### src/rtl/axi4_lite_pkg.sv
// Shared AXI4-Lite types: bus configuration record and response codes.
package axi4_lite_pkg;

   typedef struct packed {
      int unsigned A;            // address bits
      int unsigned N;            // data bytes
      bit          I;
      bit          USE_STRB;
      bit          USE_PROT;
      bit          USE_MOD_PORT;
   } axi4_lite_cfg_t;

   localparam axi4_lite_cfg_t AXI4_LITE_CFG_DEFAULT = '{
      A: 32, N: 4, I: 1'b1, USE_STRB: 1'b1, USE_PROT: 1'b0, USE_MOD_PORT: 1'b0
   };

   typedef enum logic [1:0] {
      OKAY   = 2'd0,
      EXOKAY = 2'd1,
      SLVERR = 2'd2,
      DECERR = 2'd3
   } axi4_lite_resp_t;

endpackage

### src/rtl/axi4_lite_hold_stage.sv
// One-entry valid/ready holding register; frees (or reloads) on take.
module axi4_lite_hold_stage #(
   parameter int unsigned W = 32
) (
   input  logic         clk,
   input  logic         rst,
   input  logic [W-1:0] in_data,
   input  logic         in_valid,
   output logic         in_ready,
   input  logic         take,
   output logic         full,
   output logic [W-1:0] data
);

   assign in_ready = !full || take;

   // Load on handshake (wins over take so a same-edge beat reloads), else drain on take.
   always_ff @(posedge clk or posedge rst) begin
      if (rst) begin
         full <= 1'b0;
         data <= '0;
      end else if (in_valid && in_ready) begin
         full <= 1'b1;
         data <= in_data;
      end else if (take) begin
         full <= 1'b0;
      end
   end

endmodule

### src/rtl/axi4_lite_reg_responder.sv
// AXI4-Lite register responder: REGS word registers, strobed writes, B/R responses.
module axi4_lite_reg_responder
   import axi4_lite_pkg::*;
#(
   parameter axi4_lite_cfg_t CFG  = AXI4_LITE_CFG_DEFAULT,
   parameter int unsigned    REGS = 8
) (
   input  logic                     aclk,
   input  logic                     areset,
   input  logic [CFG.A-1:0]         awaddr,
   input  logic [2:0]               awprot,
   input  logic                     awvalid,
   output logic                     awready,
   input  logic [8*CFG.N-1:0]       wdata,
   input  logic [CFG.N-1:0]         wstrb,
   input  logic                     wvalid,
   output logic                     wready,
   output logic [1:0]               bresp,
   output logic                     bvalid,
   input  logic                     bready,
   input  logic [CFG.A-1:0]         araddr,
   input  logic [2:0]               arprot,
   input  logic                     arvalid,
   output logic                     arready,
   output logic [8*CFG.N-1:0]       rdata,
   output logic [1:0]               rresp,
   output logic                     rvalid,
   input  logic                     rready,
   output logic [REGS*8*CFG.N-1:0]  reg_q,
   output logic [REGS-1:0]          reg_wr_pulse
);

   localparam int unsigned AW   = CFG.A;
   localparam int unsigned NB   = CFG.N;
   localparam int unsigned DW   = 8 * NB;
   localparam int unsigned OFF  = $clog2(NB);
   localparam int unsigned IDXW = AW - OFF;
   localparam int unsigned IW   = (REGS > 1) ? $clog2(REGS) : 1;

   logic                  aw_full, w_full, commit;
   logic [AW-1:0]         aw_addr_q;
   logic [DW-1:0]         w_data_q;
   logic [NB-1:0]         w_strb_q, strb_eff;
   logic [IDXW-1:0]       wr_idx_full, rd_idx_full;
   logic [IW-1:0]         wr_idx, rd_idx;
   logic                  wr_ok, rd_ok, ar_hs;
   logic [DW-1:0]         regs [REGS];
   axi4_lite_resp_t       bresp_q, rresp_q;
   logic                  unused_bits;

   axi4_lite_hold_stage #(.W(AW)) u_aw_stage (
      .clk      (aclk),
      .rst      (areset),
      .in_data  (awaddr),
      .in_valid (awvalid),
      .in_ready (awready),
      .take     (commit),
      .full     (aw_full),
      .data     (aw_addr_q)
   );

   axi4_lite_hold_stage #(.W(DW + NB)) u_w_stage (
      .clk      (aclk),
      .rst      (areset),
      .in_data  ({wstrb, wdata}),
      .in_valid (wvalid),
      .in_ready (wready),
      .take     (commit),
      .full     (w_full),
      .data     ({w_strb_q, w_data_q})
   );

   assign commit      = aw_full && w_full && (!bvalid || bready);
   assign strb_eff    = CFG.USE_STRB ? w_strb_q : '1;

   assign wr_idx_full = aw_addr_q[AW-1:OFF];
   assign wr_ok       = wr_idx_full < IDXW'(REGS);
   assign wr_idx      = wr_idx_full[IW-1:0];

   assign rd_idx_full = araddr[AW-1:OFF];
   assign rd_ok       = rd_idx_full < IDXW'(REGS);
   assign rd_idx      = rd_idx_full[IW-1:0];

   assign arready     = !rvalid || rready;
   assign ar_hs       = arvalid && arready;

   assign bresp       = bresp_q;
   assign rresp       = rresp_q;

   // Byte-lane offset bits and protection attributes carry no meaning here.
   assign unused_bits = ^{awprot, arprot, aw_addr_q[OFF-1:0], araddr[OFF-1:0]};

   // Register array: strobed byte-lane update and one-cycle pulse on an in-range commit.
   always_ff @(posedge aclk or posedge areset) begin
      if (areset) begin
         for (int unsigned i = 0; i < REGS; i++) regs[i] <= '0;
         reg_wr_pulse <= '0;
      end else begin
         reg_wr_pulse <= '0;
         if (commit && wr_ok) begin
            for (int unsigned b = 0; b < NB; b++) begin
               if (strb_eff[b]) regs[wr_idx][b*8 +: 8] <= w_data_q[b*8 +: 8];
            end
            reg_wr_pulse[wr_idx] <= 1'b1;
         end
      end
   end

   // Write response: raised on commit, held until accepted.
   always_ff @(posedge aclk or posedge areset) begin
      if (areset) begin
         bvalid  <= 1'b0;
         bresp_q <= OKAY;
      end else if (commit) begin
         bvalid  <= 1'b1;
         bresp_q <= wr_ok ? OKAY : SLVERR;
      end else if (bready) begin
         bvalid  <= 1'b0;
      end
   end

   // Read response: captured on AR handshake (pre-write register value), held until accepted.
   always_ff @(posedge aclk or posedge areset) begin
      if (areset) begin
         rvalid  <= 1'b0;
         rresp_q <= OKAY;
         rdata   <= '0;
      end else if (ar_hs) begin
         rvalid  <= 1'b1;
         rresp_q <= rd_ok ? OKAY : SLVERR;
         rdata   <= rd_ok ? regs[rd_idx] : '0;
      end else if (rready) begin
         rvalid  <= 1'b0;
      end
   end

   // Flatten the register array onto the control-logic bus.
   always_comb begin
      reg_q = '0;
      for (int unsigned i = 0; i < REGS; i++) reg_q[i*DW +: DW] = regs[i];
   end

endmodule

### config.mk
export PLATFORM = sky130hd
export DESIGN_NAME = axi4_lite_reg_responder
export DESIGN_NICKNAME = d
export VERILOG_FILES = /design/src/rtl/axi4_lite_pkg.sv /design/src/rtl/axi4_lite_hold_stage.sv /design/src/rtl/axi4_lite_reg_responder.sv
export SDC_FILE = /design/constraint.sdc
export NUM_CORES = 1
export LEC_CHECK = 0
export BUFFER_PORTS_ARGS = -buffer_cell sky130_fd_sc_hd__buf_2
export CORE_MARGIN = 2
export CORE_UTILIZATION = 55
export DETAILED_ROUTE_END_ITERATION = 12
export PLACE_DENSITY = 0.79
export SKIP_LAST_GASP = 1
export SYNTH_ARGS = -nofsm -noshare
export SYNTH_HDL_FRONTEND = slang
export SYNTH_SLANG_ARGS = --single-unit
export TNS_END_PERCENT = 1
### constraint.sdc
create_clock -name aclk -period 21 [get_ports aclk]
set_input_delay 1.05 -clock aclk [delete_from_list [all_inputs] [get_ports aclk]]
set_output_delay 1.05 -clock aclk [all_outputs]
set_load 0.005 [all_outputs]
==> impl_metrics.yaml, run 1 <==
run_status:
  run_status: "complete, no violations"
placed_design:
  post_dp_hpwl_mm: 29.0
  routabilityCongestion: 0.826
  port-buffer-count: 405
synth:
  yosys_warnings: 0
  postSynthRegisterBits: 368
  netlist.area_leader.share_pct: 58.0
  synth_area_leaders: "sky130_fd_sc_hd__dfrtp_1, sky130_fd_sc_hd__mux2_2, sky130_fd_sc_hd__mux4_2"
  proportion_of_synthesized_chip_area_in_sequential_cells_pct: 58.0
  postSynthAreaPerCell_um2: 15.9
  asyncSetResetFlopFracSynth_pct: 100
  synth_cell_type_count: 35
  yosysTopAreaCell: "sky130_fd_sc_hd__dfrtp_1"
  synthCells: 1000
  ys_dominant_reg_cell: "sky130_fd_sc_hd__dfrtp_1"
  number_of_enable_type_register_cells_in_the_synthesized_netlist: 0
  netlist_area_before_placement_mm2: 0.0159
hold_path:
  hold_path.class: "reg2reg"
  min_delay_path_depth: 2
  worstHoldEndpoint: "rdata[31]$_DFFE_PP0P_"
  min_from: "rdata[31]$_DFFE_PP0P_"
floorplanning:
  placement_rows: 62
  die_area_mm2: 0.0302
  die_height_um: 174
  initial_core_utilization_pct: 55.6
  ios: 418
  fp.dieW_um: 174
  core_region_area_mm2: 0.0285
worst_setup_path:
  setup_crit_end_kind: "flop"
  critical_path_class: "in2reg"
  worst_ep_arrival_time_ns: 3.54
  critical_path.max_fanout: 16
  critPathSlowestCell: "sky130_fd_sc_hd__nor3_2"
  timing.critical_path.slowest_cell_delay_ns: 0.82
  cp_cell_sequence: "buf_2 -> nand2b_1 -> nand3_1 -> or4_1 -> buf_4 -> nor3_2 -> mux2_2"
  cp-start-kind: "input port"
  ff2ff_setup_slack_ns: 17.87
  r2r_start: "u_aw_stage.data[28]$_DFFE_PP0P_"
  reg2reg_depth: 6
  reg2reg_to: "reg_q[177]$_DFFE_PP0P_"
  worst_ep_required_time_ns: 21.39
finish:
  layout.nets: 1527
  post-route-util_pct: 68.7
  areaGrowthSynthToFinish_pct: 23.5
  post_route_cells_drive_above_1_share_pct: 62.1
drt:
  detail_route.wl_per_cell_um: 23.6
  ant_nets: 0
  totalWireLength_mm: 43.3
  firstDrtPassIters: 4
  post_drt_via_cell_ratio: 5.76
  drt_drc_violations_left: 0
  num_vias: 10547
  initialDrtViolationCount: 553
clock_tree:
  worstSkewPairLatency_ns: 0.52
  clock_buffer_depth: 3
  cts_tree: "built"
  postCtsSetupBuffers: 0
  cts-buffers-inserted: 39
  cts-resized-gates: 0
  clock-sinks: 368
  h_tree_levels: 2
  clockRootBuffer: "sky130_fd_sc_hd__clkbuf_16"
  clk_pin_slew_ns: 0.06
  hold_buffers: 0
timing:
  worst_slew_pin_slew_ns: 1.20
  slew_viol_final: 0
  setup_clock_skew_after_layout_ns: 0.0112
  max_freq_mhz: 318
  final_hold_viol_count: 0
  timing.final.setup_violations: 0
  grt_setup_unrepaired: "no"
  layout_min_cycle_time_ns: 3.15
  timing.setup.tns_ns: 0
  max-slew-margin-rel_pct: 19.9
  final.period_utilization_pct: 15.0
power:
  cell_leakage_power_nw: 10.4
  vdd_drop_max_mv: 0.0635
  power-per-cell-area_mw_per_mm2: 80.8
global_route:
  grt_util_all_layers_pct: 28.8
  first_global_vias: 10872
  grt.overflow.total: 0
  largest_net_degree_at_the_start_of_global_routing: 135
  grt_first_pass_wirelength_mm: 66.1
  antenna_found_initial: 5
flow_run:
  cap_violations: 0
[cell families (layout without fill, tap and decap cells)]
family                 count (synthesis)  after routing  share of synthesized area, %
AOI/OAI and AO/OA                     34             34                          1.10
buffers and inverters                 45            487                          1.23
DFF                                  368            368                          58.0
muxes                                418            418                          34.0
other                                  1              6                        0.0236
and+or+nand+nor                      134            134                          5.65
[worst max-delay path: cells and delay by family]
kind | cells | cell delay, ns
multiplexers | 1 | 0.43
buffers and inverters | 2 | 0.33
AND/OR/NAND/NOR | 4 | 1.72
[cell usage in the layout, fill, tap and decap left out, types with 2 or more instances in the layout]
cell type                   count
sky130_fd_sc_hd__and3_1         3
sky130_fd_sc_hd__and4_1         2
sky130_fd_sc_hd__buf_2        403
sky130_fd_sc_hd__buf_4         12
sky130_fd_sc_hd__bufinv_16      2
sky130_fd_sc_hd__clkbuf_1      10
sky130_fd_sc_hd__clkbuf_16     41
sky130_fd_sc_hd__clkbuf_8       9
sky130_fd_sc_hd__clkinv_2       6
sky130_fd_sc_hd__conb_1         2
sky130_fd_sc_hd__dfrtp_1      368
sky130_fd_sc_hd__diode_2        4
sky130_fd_sc_hd__mux2_1         3
sky130_fd_sc_hd__mux2_2       319
sky130_fd_sc_hd__mux2i_1       32
sky130_fd_sc_hd__mux4_2        64
sky130_fd_sc_hd__nand2_1       49
sky130_fd_sc_hd__nand2_2        2
sky130_fd_sc_hd__nand2b_1       7
sky130_fd_sc_hd__nand3_1        3
sky130_fd_sc_hd__nand3_2       12
sky130_fd_sc_hd__nand4_1        3
sky130_fd_sc_hd__nand4_2        4
sky130_fd_sc_hd__nor2_1         9
sky130_fd_sc_hd__nor2b_1        6
sky130_fd_sc_hd__nor3_2         6
sky130_fd_sc_hd__nor3_4         6
sky130_fd_sc_hd__nor3b_4        3
sky130_fd_sc_hd__nor4_1        12
sky130_fd_sc_hd__o21ai_0       32
[power by group]
part           internal [mW]  switching, mW
logic                 0.0483         0.0620
clock network          0.414          0.272
registers              0.739         0.0479
total                   1.20          0.382
[per-layer routing]
layer | global-route usage [%] | share of wire, % | wire, um | vias up
met5 | 0 | 0 | 0 | -
met1 | 37.7 | 40 | 17400 | 5448
met3 | 6.14 | 6.5 | 2800 | 93
li1 | - | - | - | 4577
met4 | 10.3 | 3.5 | 1510 | 0
met2 | 48.0 | 50 | 21600 | 429
[synthesized netlist by cell type (7+ instances only)]
cell type,instances
sky130_fd_sc_hd__nor4_1,13
sky130_fd_sc_hd__nor2_1,9
sky130_fd_sc_hd__o21ai_0,32
sky130_fd_sc_hd__buf_1,9
sky130_fd_sc_hd__dfrtp_1,368
sky130_fd_sc_hd__nand3_2,12
sky130_fd_sc_hd__nand2b_1,7
sky130_fd_sc_hd__mux2_2,319
sky130_fd_sc_hd__clkbuf_1,27
sky130_fd_sc_hd__mux2i_1,32
sky130_fd_sc_hd__nand2_1,51
sky130_fd_sc_hd__mux4_2,64
[area by class of cell]
| class | count | area [um2] |
|---|---|---|
| sequential | 368 | 9210 |
| clock inverter | 10 | 106 |
| clock buffer | 60 | 1190 |
| antenna | 4 | 10.0 |
| timing repair buffer | 415 | 2110 |
| fill | 2049 | 8950 |
| multi-input combinational | 588 | 6480 |
| tap | 384 | 480 |
| inverter | 2 | 15.0 |
[per-stage QoR]
stage | setup WS (ns) | total power, mW | hold WS [ns] | area [um2] | std cells
after CTS | 17.77 | 1.60 | 0.478 | 19600 | 1827
after global placement | 17.38 | 0.905 | 0.458 | 18300 | 1757
after floorplan | 9.73 | 0.865 | 0.473 | 15900 | 1001
after global routing | 17.70 | 1.64 | 0.508 | 19600 | 1831
final | 17.85 | 1.58 | 0.473 | 19600 | 1831
after detailed placement | 17.24 | 0.911 | 0.465 | 18300 | 1757
[worst max path at each step]
stage / from / to / slack, ns / cells after the start
final: bready / reg_q[177]$_DFFE_PP0P_ / 17.85 / 7
after CTS: u_aw_stage.data[28]$_DFFE_PP0P_ / reg_q[186]$_DFFE_PP0P_ / 17.77 / 6
after global routing: bready / reg_q[121]$_DFFE_PP0P_ / 17.70 / 7
after detailed placement: bready / reg_q[122]$_DFFE_PP0P_ / 17.24 / 7
after floorplan: areset / bresp[1]$_DFFE_PP0P_ / 9.73 / 1
after global placement: bready / reg_q[120]$_DFFE_PP0P_ / 17.38 / 7
[flip-flops by register name (all words and copies together), names as in the netlist]
name             count
u_w_stage.data      36
u_aw_stage.data     30
reg_q              256
rresp                1
reg_wr_pulse         8
u_w_stage.full       1
rvalid               1
bresp                1
rdata               32
bvalid               1
u_aw_stage.full      1
No activity file was read; power rests on OpenSTA's default activity.
==> run 2: changes to the inputs <==
--- a/config.mk
+++ b/config.mk
@@ -5,11 +5,12 @@
 export SDC_FILE = /design/constraint.sdc
 export NUM_CORES = 1
 export LEC_CHECK = 0
+export ABC_AREA = 1
 export BUFFER_PORTS_ARGS = -buffer_cell sky130_fd_sc_hd__buf_2
 export CORE_MARGIN = 2
 export CORE_UTILIZATION = 55
 export DETAILED_ROUTE_END_ITERATION = 12
-export PLACE_DENSITY = 0.79
+export PLACE_DENSITY = 0.77
 export SKIP_LAST_GASP = 1
 export SYNTH_ARGS = -nofsm -noshare
 export SYNTH_HDL_FRONTEND = slang
==> constraint.sdc (replaced) <==
create_clock -name aclk -period 3.3 [get_ports aclk]
set_input_delay 0.165 -clock aclk [delete_from_list [all_inputs] [get_ports aclk]]
set_output_delay 0.165 -clock aclk [all_outputs]
set_load 0.005 [all_outputs]
==> run 2 against run 1 <==
Effect of this change:
- sequential power grew to 7.8 times the previous value
- count of clock-buffer cells in the layout down 2
- combinational power grew to 24 times the previous value
- non-clock buffer count grew 119
- setup slack got worse by 17 ns
- register-to-register slack lost 17 ns
- hold slack got worse by 0.31 ns
- synthesized cell count is 110% higher
- die area is 13% higher
- critical path type is now reg2reg
- highest routed layer unchanged
==> impl_metrics.yaml, run 2 <==
run_status:
  run_status: "complete, no violations"
power:
  vdd_drop_max_mv: 0.572
  internal-power_mw: 8.51
  power.net_switching_mw: 4.71
  share_clk_of_total_power_pct: 33.9
  finalPower_mw: 13.2
  cell_leakage_power_nw: 12.1
  seq_power_share_pct: 46.4
  power_frac_comb_pct: 19.7
  power.share.switching_pct: 35.7
  power-per-cell-area_mw_per_mm2: 597
finish:
  final_area_mm2: 0.0221
  instances_no_fill: 2974
  post_route_cells_drive_above_1_share_pct: 25.8
  post-route-util_pct: 68.4
  layout.nets: 2616
  most_frequent_cells_in_the_layout: "sky130_fd_sc_hd__nand2_1, sky130_fd_sc_hd__buf_2, sky130_fd_sc_hd__dfrtp_1, sky130_fd_sc_hd__nand4_1, sky130_fd_sc_hd__nand3_1"
  final_common_cell: "sky130_fd_sc_hd__nand2_1"
  layout.filler_cells: 2541
  insertedDiodeCount: 0
  largest_reg_flops: 256
  areaGrowthSynthToFinish_pct: 23.4
drt:
  num_vias: 17647
  detail_route.wl_per_cell_um: 20.5
  totalWireLength_mm: 61.1
  initialDrtViolationCount: 1945
  wl_met3_mm: 6.64
  firstDrtPassIters: 5
  drt_drc_violations_left: 0
  met1Wirelength_mm: 23.3
  route.met2.wl_mm: 28.1
  ant_nets: 0
  route.top_layer_used: "met4"
  post_drt_via_cell_ratio: 5.93
timing:
  timing.setup.tns_ns: 0
  worst_slew_pin_slew_ns: 1.25
  slew_viol_final: 0
  grt_setup_unrepaired: "no"
  final_hold_viol_count: 0
  timing.final.ws_setup_ns: 0.873
  finalHoldWorstSlack_ns: 0.161
  timing.final.setup_violations: 0
  setup_clock_skew_after_layout_ns: 0.0232
  max_freq_mhz: 412
  final.period_utilization_pct: 73.6
  layout_min_cycle_time_ns: 2.43
  max-slew-margin-rel_pct: 16.8
worst_setup_path:
  worst_ep_required_time_ns: 3.75
  path_delay_family: "simple AND/OR/NAND/NOR gates"
  cp_cell_sequence: "nor2_1 -> nand2_1 -> nor2_1 -> nand2_2 -> nor2_8 -> buf_12 -> buf_4 -> nand4_1 -> nand2_1"
  critical_path.max_fanout: 36
  cp-start-kind: "flop"
  worst_ep_arrival_time_ns: 2.87
  critical_path_class: "reg2reg"
  timing.critical_path.slowest_cell_delay_ns: 0.38
  worst_path_buffer_plus_inverter_count: 2
  setup_crit_end_kind: "flop"
  critPathSlowestCell: "sky130_fd_sc_hd__dfrtp_1"
placed_design:
  place_inst: 2833
  post_dp_hpwl_mm: 39.3
  port-buffer-count: 405
  dp_slack_ns: 0.991
  routabilityCongestion: 0.889
  post_dp_cell_area_mm2: 0.0202
clock_tree:
  clock-sinks: 368
  hold_buffers: 70
  clockRootBuffer: "sky130_fd_sc_hd__clkbuf_16"
  clk_pin_slew_ns: 0.06
  postCtsSetupBuffers: 0
  h_tree_levels: 2
  cts-resized-gates: 0
  cts-buffers-inserted: 40
  cts_tree: "built"
  worstSkewPairLatency_ns: 0.53
  clock_buffer_depth: 3
flow_run:
  cap_violations: 0
synth:
  yosysTopAreaCell: "sky130_fd_sc_hd__dfrtp_1"
  netlist_area_before_placement_mm2: 0.0179
  postSynthRegisterBits: 368
  proportion_of_synthesized_chip_area_in_sequential_cells_pct: 51.3
  synthCells: 2110
  asyncSetResetFlopFracSynth_pct: 100
  postSynthAreaPerCell_um2: 8.51
  number_of_enable_type_register_cells_in_the_synthesized_netlist: 0
  ys_dominant_reg_cell: "sky130_fd_sc_hd__dfrtp_1"
  synth_cell_type_count: 29
  netlist.area_leader.share_pct: 51.3
  yosys_warnings: 0
  synth_cell_count_leaders: "sky130_fd_sc_hd__nand2_1, sky130_fd_sc_hd__dfrtp_1, sky130_fd_sc_hd__nand4_1"
  synth_area_leaders: "sky130_fd_sc_hd__dfrtp_1, sky130_fd_sc_hd__nand2_1, sky130_fd_sc_hd__nand4_1"
  most_instantiated_library_cell_after_synthesis: "sky130_fd_sc_hd__nand2_1"
global_route:
  largest_net_degree_at_the_start_of_global_routing: 129
  first_global_vias: 16702
  grt.overflow.total: 0
  grt_first_pass_wirelength_mm: 94.1
  antenna_found_initial: 0
  grt_util_all_layers_pct: 35.4
floorplanning:
  core_region_area_mm2: 0.0324
  placement_rows: 66
  die_height_um: 185
  die_area_mm2: 0.0341
  fp.dieW_um: 185
  ios: 418
  initial_core_utilization_pct: 55.4
hold_path:
  hold_path.class: "in2reg"
run 2: cell count changes after synthesis, sizes merged, moves of 65 or more:
cell | previous run | this run
clkbuf | 27 | 92
nand4 | 7 | 258
nor2 | 10 | 143
nand3 | 15 | 170
mux2 | 322 | 62
nand2 | 51 | 823
buf | 16 | 92
run 2: worst min-delay path: stages:
cell	delay (ns)
sky130_fd_sc_hd__buf_2	0.08
sky130_fd_sc_hd__nand2_2	0.25
sky130_fd_sc_hd__nand2_1	0.15
run 2: worst paths after layout:
check,from,end,slack (ns),depth (start not counted)
worst min register to register,rdata[14]$_DFFE_PP0P_,rdata[14]$_DFFE_PP0P_,0.47,2
worst max register to register,u_aw_stage.data[14]$_DFFE_PP0P_,reg_q[175]$_DFFE_PP0P_,0.87,9
worst min-delay path,wvalid,u_w_stage.full$_DFFE_PP0P_,0.16,3
min in group asynchronous,areset,reg_q[247]$_DFFE_PP0P_,0.33,3
worst max-delay path,u_aw_stage.data[14]$_DFFE_PP0P_,reg_q[175]$_DFFE_PP0P_,0.87,9
max in group asynchronous,areset,u_w_stage.data[34]$_DFFE_PP0P_,1.97,4
run 2: kinds of logic (layout without fill, tap and decap cells):
family          after synthesis  in the layout  synth area share, %
simple gates               1437           1437                 37.7
buf+inv                     197            618                 5.79
flops                       368            368                 51.3
other cells                   1              2               0.0209
mux                          62             62                 3.89
compound gates               45             45                 1.25
run 2: cell type report:
class | instances | area (um2) | area share (%)
flip-flops and latches | 368 | 9210 | 41.6
multi-input cells | 1546 | 7710 | 34.8
repair buffers | 534 | 3320 | 15.0
clock buffers | 58 | 1150 | 5.19
well taps | 442 | 553 | 2.50
clock inverters | 13 | 146 | 0.661
inverters | 13 | 53.8 | 0.243
run 2: routing by layer:
metal / GRT usage [%] / vias to the layer above
li1: - / 7862
met1: 48.3 / 8359
met2: 55.7 / 1209
met3: 5.95 / 217
met4: 16.6 / 0
met5: 0 / -
run 2: power groups by stage:
stage | logic [mW] | clock network, mW | registers (mW)
after detailed placement | 2.43 | 0 | 6.11
after floorplan | 2.50 | 0 | 5.14
after CTS | 2.52 | 4.49 | 6.04
final | 2.61 | 4.48 | 6.13
after global routing | 2.77 | 4.69 | 6.16
after global placement | 2.36 | 0 | 6.08
